===== src/rtl/prga_prog_pkg.sv =====
// prga_prog_pkg
//   Shared definitions for the PRGA bitstream loader: Wishbone register
//   offsets (word index taken from adr[3:2]), CTRL bit positions, STATUS
//   field positions, the serializer state encoding and a STATUS packer.
package prga_prog_pkg;

  localparam logic [1:0] REG_CTRL   = 2'd0;
  localparam logic [1:0] REG_STATUS = 2'd1;
  localparam logic [1:0] REG_DATA   = 2'd2;
  localparam logic [1:0] REG_BITCNT = 2'd3;

  localparam int CTRL_SOFT_RST = 0;
  localparam int CTRL_DONE_REQ = 1;
  localparam int CTRL_DONE_CLR = 2;

  localparam int STAT_EMPTY     = 0;
  localparam int STAT_FULL      = 1;
  localparam int STAT_BUSY      = 2;
  localparam int STAT_PENDING   = 3;
  localparam int STAT_COUNT_LSB = 8;

  typedef enum logic [1:0] {
    ST_IDLE  = 2'd0,
    ST_SHIFT = 2'd1,
    ST_RST   = 2'd2,
    ST_DONE  = 2'd3
  } state_t;

  function automatic logic [31:0] pack_status(input logic [7:0] count,
                                              input logic       pending,
                                              input logic       busy,
                                              input logic       full,
                                              input logic       empty);
    logic [31:0] s;
    s = '0;
    s[STAT_COUNT_LSB +: 8] = count;
    s[STAT_PENDING]        = pending;
    s[STAT_BUSY]           = busy;
    s[STAT_FULL]           = full;
    s[STAT_EMPTY]          = empty;
    return s;
  endfunction

endpackage


===== src/rtl/prga_prog_fifo.sv =====
// prga_prog_fifo
//   Synchronous first-word-fall-through FIFO. dout always shows the oldest
//   entry; pop consumes it. Pushes while full and pops while empty are
//   ignored. flush empties the FIFO in one cycle and wins over push/pop.
// Ports:
//   clk, rst_n          clock, asynchronous active-low reset
//   flush               discard all contents
//   push, din           write one entry
//   pop, dout           consume / observe the oldest entry
//   full, empty, count  occupancy
module prga_prog_fifo #(
  parameter int WIDTH = 32,
  parameter int DEPTH = 4
) (
  input  logic                       clk,
  input  logic                       rst_n,
  input  logic                       flush,
  input  logic                       push,
  input  logic [WIDTH-1:0]           din,
  input  logic                       pop,
  output logic [WIDTH-1:0]           dout,
  output logic                       full,
  output logic                       empty,
  output logic [$clog2(DEPTH):0]     count
);

  localparam int AW = $clog2(DEPTH);
  localparam int CW = AW + 1;

  logic [WIDTH-1:0] mem [DEPTH];
  logic [AW-1:0]    wr_ptr;
  logic [AW-1:0]    rd_ptr;
  logic [CW-1:0]    cnt;
  logic             do_push;
  logic             do_pop;

  assign full    = (cnt == CW'(DEPTH));
  assign empty   = (cnt == '0);
  assign count   = cnt;
  assign dout    = mem[rd_ptr];
  assign do_push = push & ~full;
  assign do_pop  = pop & ~empty;

  always_ff @(posedge clk or negedge rst_n) begin
    if (!rst_n) begin
      wr_ptr <= '0;
      rd_ptr <= '0;
      cnt    <= '0;
    end else if (flush) begin
      wr_ptr <= '0;
      rd_ptr <= '0;
      cnt    <= '0;
    end else begin
      if (do_push) wr_ptr <= wr_ptr + 1'b1;
      if (do_pop)  rd_ptr <= rd_ptr + 1'b1;
      cnt <= cnt + CW'(do_push) - CW'(do_pop);
    end
  end

  // Storage needs no reset: an entry is only visible once counted.
  always_ff @(posedge clk) begin
    if (do_push) mem[wr_ptr] <= din;
  end

endmodule


===== src/rtl/prga_prog_loader.sv =====
// prga_prog_loader
//   Wishbone-slave bitstream loader for the PRGA configuration chain.
//   Firmware writes 32-bit words to DATA; they are buffered and shifted out
//   MSB-first on prog_din with prog_we marking each valid bit. CTRL sequences
//   the fabric configuration reset (prog_rst) and the done flag (prog_done).
// Ports:
//   wb_clk_i, wb_rst_n          clock (also fabric prog_clk), async active-low reset
//   wbs_cyc_i/stb_i/we_i        Wishbone classic control
//   wbs_adr_i, wbs_dat_i        byte address (adr[3:2] decoded), write data
//   wbs_sel_i                   ignored, writes are full-word
//   wbs_ack_o, wbs_dat_o        registered acknowledge, read data (0 when no ack)
//   prog_rst, prog_we,
//   prog_din, prog_done         fabric programming interface
// Handshake: a transfer is requested while cyc&stb are high and ack is low.
//   ack is registered, high for exactly one cycle, and the register side
//   effect (push / CTRL action) happens on the edge that raises ack. A DATA
//   write against a full FIFO simply keeps the request pending.
module prga_prog_loader
  import prga_prog_pkg::*;
#(
  parameter int FIFO_DEPTH = 4,
  parameter int RST_CYCLES = 8
) (
  input  logic        wb_clk_i,
  input  logic        wb_rst_n,
  input  logic        wbs_cyc_i,
  input  logic        wbs_stb_i,
  input  logic        wbs_we_i,
  input  logic [31:0] wbs_adr_i,
  input  logic [31:0] wbs_dat_i,
  input  logic [3:0]  wbs_sel_i,
  output logic        wbs_ack_o,
  output logic [31:0] wbs_dat_o,
  output logic        prog_rst,
  output logic        prog_we,
  output logic        prog_din,
  output logic        prog_done
);

  localparam int CW  = $clog2(FIFO_DEPTH) + 1;
  localparam int RCW = $clog2(RST_CYCLES + 1);

  state_t           state, state_next;
  logic [31:0]      sreg;
  logic [4:0]       bit_idx;
  logic [31:0]      bitcnt;
  logic [RCW-1:0]   rst_cnt;
  logic             soft_rst_pend;
  logic             pending_done;

  logic [31:0]      fifo_dout;
  logic             fifo_full, fifo_empty, fifo_pop;
  logic [CW-1:0]    fifo_count;

  logic [1:0]       reg_sel;
  logic             wb_req, wb_stall, wb_take;
  logic             data_push, ctrl_wr;
  logic             soft_rst_wr, done_req_wr, done_clr_wr;
  logic             sreg_load, shift_en, enter_done;
  logic             busy;
  logic [31:0]      rd_data;
  logic             unused_bits;

  assign unused_bits = ^{wbs_sel_i, wbs_adr_i[31:4], wbs_adr_i[1:0]};

  // ---------------- Wishbone decode ----------------
  assign reg_sel  = wbs_adr_i[3:2];
  assign wb_req   = wbs_cyc_i & wbs_stb_i & ~wbs_ack_o;
  assign wb_stall = wbs_we_i & (reg_sel == REG_DATA) & fifo_full;
  assign wb_take  = wb_req & ~wb_stall;

  assign data_push   = wb_take & wbs_we_i & (reg_sel == REG_DATA);
  assign ctrl_wr     = wb_take & wbs_we_i & (reg_sel == REG_CTRL);
  assign soft_rst_wr = ctrl_wr & wbs_dat_i[CTRL_SOFT_RST];
  // SOFT_RST in the same write swallows DONE_REQ.
  assign done_req_wr = ctrl_wr & wbs_dat_i[CTRL_DONE_REQ] & ~wbs_dat_i[CTRL_SOFT_RST];
  assign done_clr_wr = ctrl_wr & wbs_dat_i[CTRL_DONE_CLR];

  assign busy = (state == ST_SHIFT) || (state == ST_RST);

  always_comb begin
    rd_data = '0;
    case (reg_sel)
      REG_STATUS: rd_data = pack_status(8'(fifo_count), pending_done, busy,
                                        fifo_full, fifo_empty);
      REG_BITCNT: rd_data = bitcnt;
      default:    rd_data = '0;
    endcase
  end

  always_ff @(posedge wb_clk_i or negedge wb_rst_n) begin
    if (!wb_rst_n) begin
      wbs_ack_o <= 1'b0;
      wbs_dat_o <= '0;
    end else begin
      wbs_ack_o <= wb_take;
      wbs_dat_o <= (wb_take && !wbs_we_i) ? rd_data : '0;
    end
  end

  // ---------------- word FIFO ----------------
  prga_prog_fifo #(
    .WIDTH (32),
    .DEPTH (FIFO_DEPTH)
  ) u_fifo (
    .clk   (wb_clk_i),
    .rst_n (wb_rst_n),
    .flush (soft_rst_wr),
    .push  (data_push),
    .din   (wbs_dat_i),
    .pop   (fifo_pop),
    .dout  (fifo_dout),
    .full  (fifo_full),
    .empty (fifo_empty),
    .count (fifo_count)
  );

  // ---------------- serializer FSM ----------------
  always_ff @(posedge wb_clk_i or negedge wb_rst_n) begin
    if (!wb_rst_n) state <= ST_IDLE;
    else           state <= state_next;
  end

  always_comb begin
    state_next = state;
    fifo_pop   = 1'b0;
    sreg_load  = 1'b0;
    shift_en   = 1'b0;
    enter_done = 1'b0;
    case (state)
      ST_IDLE: begin
        if (soft_rst_pend) begin
          state_next = ST_RST;
        end else if (!fifo_empty) begin
          fifo_pop   = 1'b1;
          sreg_load  = 1'b1;
          state_next = ST_SHIFT;
        end else if (pending_done && !data_push) begin
          // A word landing this edge must be shifted before done is shown.
          enter_done = 1'b1;
          state_next = ST_DONE;
        end
      end
      ST_SHIFT: begin
        shift_en = 1'b1;
        if (bit_idx == 5'd31) begin
          if (!fifo_empty) begin
            fifo_pop  = 1'b1;
            sreg_load = 1'b1;
          end else begin
            state_next = ST_IDLE;
          end
        end
      end
      ST_RST: begin
        if (rst_cnt == RCW'(RST_CYCLES - 1)) state_next = ST_IDLE;
      end
      ST_DONE: begin
        if (done_clr_wr || data_push || !fifo_empty) state_next = ST_IDLE;
      end
      default: state_next = ST_IDLE;
    endcase
    // SOFT_RST aborts everything; IDLE then launches the prog_rst pulse.
    if (soft_rst_wr) begin
      state_next = ST_IDLE;
      fifo_pop   = 1'b0;
      sreg_load  = 1'b0;
      shift_en   = 1'b0;
      enter_done = 1'b0;
    end
  end

  // ---------------- datapath ----------------
  always_ff @(posedge wb_clk_i or negedge wb_rst_n) begin
    if (!wb_rst_n) begin
      sreg          <= '0;
      bit_idx       <= '0;
      bitcnt        <= '0;
      rst_cnt       <= '0;
      soft_rst_pend <= 1'b0;
      pending_done  <= 1'b0;
    end else begin
      if (sreg_load) begin
        sreg    <= fifo_dout;
        bit_idx <= '0;
      end else if (shift_en) begin
        sreg    <= {sreg[30:0], 1'b0};
        bit_idx <= bit_idx + 5'd1;
      end

      if (soft_rst_wr)   bitcnt <= '0;
      else if (shift_en) bitcnt <= bitcnt + 32'd1;

      if (state == ST_RST) rst_cnt <= rst_cnt + 1'b1;
      else                 rst_cnt <= '0;

      // IDLE always converts a pending soft reset into the RST state.
      if (soft_rst_wr)            soft_rst_pend <= 1'b1;
      else if (state == ST_IDLE)  soft_rst_pend <= 1'b0;

      if (soft_rst_wr)      pending_done <= 1'b0;
      else if (done_req_wr) pending_done <= 1'b1;
      else if (enter_done)  pending_done <= 1'b0;
    end
  end

  assign prog_we   = (state == ST_SHIFT);
  assign prog_din  = prog_we & sreg[31];
  assign prog_rst  = (state == ST_RST);
  assign prog_done = (state == ST_DONE);

endmodule


===== config.mk =====
export PLATFORM = sky130hd
export DESIGN_NAME = prga_prog_loader
export DESIGN_NICKNAME = d
export VERILOG_FILES = /design/src/rtl/prga_prog_pkg.sv /design/src/rtl/prga_prog_fifo.sv /design/src/rtl/prga_prog_loader.sv
export SDC_FILE = /design/constraint.sdc
export NUM_CORES = 1
export LEC_CHECK = 0
export CORE_UTILIZATION = 50
export DETAILED_ROUTE_END_ITERATION = 8
export PLACE_DENSITY = 0.72
export SYNTH_ARGS = -nofsm -noshare
export SYNTH_HDL_FRONTEND = slang
export SYNTH_SLANG_ARGS = --single-unit
export TNS_END_PERCENT = 1

===== constraint.sdc =====
create_clock -name wb_clk_i -period 8.3 [get_ports wb_clk_i]
set_input_delay 1.66 -clock wb_clk_i [delete_from_list [all_inputs] [get_ports wb_clk_i]]
set_output_delay 1.66 -clock wb_clk_i [all_outputs]
set_load 0.05 [all_outputs]

==> summary.txt <==
Global route
  • Pin count of the biggest net entering global routing: ~70
  • Gr ovfl total: 0
  • Initial antenna violation count: 0
  • First-pass GRT wire length: 31,900 microns
  • Vias in the first global route: between 6k and 7k
  • GR Util All Layers: 19.5%

Floorplan
  • Boundary pin count: between 100 and 150
  • Core Area: about 20,000 sq um
  • Die span in x: about 140 microns
  • Die area: about 21,000 sq um
  • Die H: roughly 140 microns
  • Initial Utilization: slightly above 50%
  • Core Rows: just over 50

Placed design
  • Post-DP HPWL: approximately 11,000 microns
  • GPL Wtd Cong: between 0.8 and 0.9
  • Buffers on Ports: between 70 and 80

STA
  • Least-Margin Pin Slew: 1.16 ns
  • Pins Over Slew Limit: 0
  • Final setup TNS: 0 ns
  • Finish-stage setup viols: 0
  • Layout Skew: roughly 0.0063 ns
  • Crit share post-route: between 50% and 60%
  • Crit path time final: roughly 4.5 ns
  • Relative slew slack: 22.7%
  • Hold Violations, Final: 0
  • RSZ-0062 raised after global routing: false
  • Max frequency: around 220 MHz

Synth
  • Post-synth EDFFs: 128
  • FF+latch count, synth: around 250
  • Netlist cell types: 47
  • Mean post-synth cell area: between 10 and 15 sq um
  • Synthesis Warnings: 0
  • Register area share after synthesis: 66.5%
  • Ys flop type: edfxtp_1
  • Synthesized instance count: roughly 730
  • Syn_nets: approximately 820
  • Fraction of registers with async set/reset: roughly 48%
  • Synthesized area: just over 10,000 sq um

Power
  • Leak Pwr: ~4.5 nW
  • Peak supply drop: between 0.15 and 0.2 mV
  • Power Density: 330 nW/um^2

Final layout
  • Area Overhead vs Synth: 18.3%
  • Share of layout cells above drive strength 1: 11.8%
  • ANT cells: 0
  • Multi-input gate area: around 3200 sq um
  • Register area: just under 7000 sq um
  • Final #Nets: 878
  • Final Core Density: 61.1%
  • Layout fillers: 1,464

CTS
  • Post_cts resized: 0
  • CTS tree: done
  • CTS root buffer: clkbuf_16
  • Cts bufs inserted: 25
  • Worst-Skew Late Latency: 0.51 ns
  • # hold bufs at CTS: 0
  • H-tree depth: 1
  • Post-CTS Setup Inserts: 0
  • Clock sink count: 245
  • Reg clk slew, reported paths: about 0.060 ns
  • Clk buf depth: 3

Drt
  • Routed vias/inst: ~5.8
  • Drt first pass iters: 4
  • Vias: 6,221
  • DRC Markers: 0
  • Final WL: approximately 19,000 microns
  • WL/cell: 17.8 microns
  • Antenna-violating nets left: 0
  • DRT iter0 DRCs: about 350

Setup path
  • CP Max Fanout: 71
  • Critical Path End Type: register
  • Worst Path Arrival: 4.88 ns
  • Crit start category: input pin
  • Worst EP required: about 8.7 ns
  • Setup CP Type: input pin to register

Hold path
  • Hold Crit Class: register to register

Status
  • Status: complete, no violations

Flow run
  • Maxcap violations: 0
## cell type report
class / count / share of cell area [%]
clock buffers: 35 / 5.93
clock inverters: 11 / 1.55
inverters: 17 / 0.529
multi-input cells: 415 / 26.2
flip-flops and latches: 245 / 56.2
well taps: 265 / 2.75
repair buffers: 85 / 6.83
## critical path, cell delays in order
cell             delay (ns)
clkdlybuf4s50_1        0.73
nor4_2                 0.39
buf_4                  0.60
nor2_1                 0.16
ha_1                   0.31
inv_1                  0.06
ha_1                   0.14
inv_1                  0.06
fa_1                   0.37
xor2_1                 0.17
xnor2_1                0.13
nor2_1                 0.06
## logic make-up (layout without fill, tap and decap cells)
| family | after synthesis | in the layout | share of synthesized area, % |
|---|---|---|---|
| DFF | 245 | 245 | 66.5 |
| and+or+nand+nor | 183 | 183 | 10.1 |
| AOI/OAI and AO/OA | 155 | 155 | 8.97 |
| buffers and inverters | 67 | 148 | 2.69 |
| muxes | 46 | 46 | 8.46 |
| adders and majority gates | 16 | 16 | 2.04 |
| xor gates and xnor gates | 15 | 15 | 1.29 |
## power by group
group	internal (mW)	switching [mW]
registers	1.48	0.163
logic	0.487	0.639
clock network	0.757	0.447
## metrics by stage
stage / setup WS (ns) / std cells / hold WS (ns) / area, sq um / total power, mW
4_1_cts: 3.84 / 1073 / 0.480 / 12100 / 4.00
5_1_grt: 3.55 / 1073 / 0.506 / 12100 / 4.22
6_report: 3.79 / 1073 / 0.475 / 12100 / 3.98
3_5_place_dp: 3.31 / 1027 / 0.472 / 11200 / 2.79
2_1_floorplan: 4.37 / 727 / 0.432 / 10200 / 2.50
3_3_place_gp: 3.38 / 1027 / 0.445 / 11200 / 2.73
## layer usage
layer / part of all wire [%] / global-route usage (%) / vias up
li1: - / - / 2887
met1: 43 / 25.2 / 3148
met2: 51 / 34.0 / 149
met3: 3.9 / 3.16 / 37
met4: 2.2 / 5.37 / 0
met5: 0 / 0 / -
## registers in the layout, summed over array words and instances, names as in the netlist, 3 cells and up
register and cells:
sreg 32, wbs_dat_o 32, rst_cnt 4, bitcnt 32
bit_idx 5, u_fifo.count 3, u_fifo.mem 128
## placed cells by master, fill, tap and decap left out, types with 9 or more instances in the layout
master and count:
o21ai_0 38, mux2i_1 13, a31oi_1 30, clkbuf_16 26, o31ai_1 18, clkdlybuf4s50_1 74, dfrtp_1 116, buf_4 11
a21oi_1 52, or4_1 17, inv_1 16, and2_1 30, nand3_1 44, nor3_1 12, nor2_1 25, xnor2_1 9
edfxtp_1 128, mux4_2 32, nand2_1 14, ha_1 15
## Yosys cell counts, drive strengths merged, types with 13 or more instances
| cell type | n | area [sq um] |
|---|---|---|
| a31oi | 30 | 188 |
| o21ai | 38 | 190 |
| dfrtp | 117 | 2930 |
| a21oi | 53 | 265 |
| nor2 | 25 | 93.8 |
| or4 | 19 | 146 |
| mux2i | 13 | 130 |
| ha | 15 | 188 |
| nand3 | 44 | 220 |
| o31ai | 18 | 135 |
| nand2 | 14 | 52.6 |
| inv | 16 | 60.1 |
| edfxtp | 128 | 3840 |
| clkbuf | 38 | 143 |
| and2 | 30 | 188 |
| mux4 | 32 | 721 |
## worst paths after layout
| check | startpoint | end | slack (ns) | cells after the start |
|---|---|---|---|---|
| worst max-delay path | wbs_adr_i[3] | u_fifo.count[2] | 3.79 | 12 |
| worst min-delay path | rst_cnt[0] | rst_cnt[0] | 0.47 | 1 |
| worst max register to register | u_fifo.count[1] | u_fifo.count[2] | 4.65 | 11 |
| max in group asynchronous | wb_rst_n | bitcnt[13] | 5.91 | 2 |
| worst min register to register | rst_cnt[0] | rst_cnt[0] | 0.47 | 1 |
| min in group asynchronous | wb_rst_n | wbs_dat_o[3] | 1.22 | 1 |
Power figures use the tool's default switching activity.
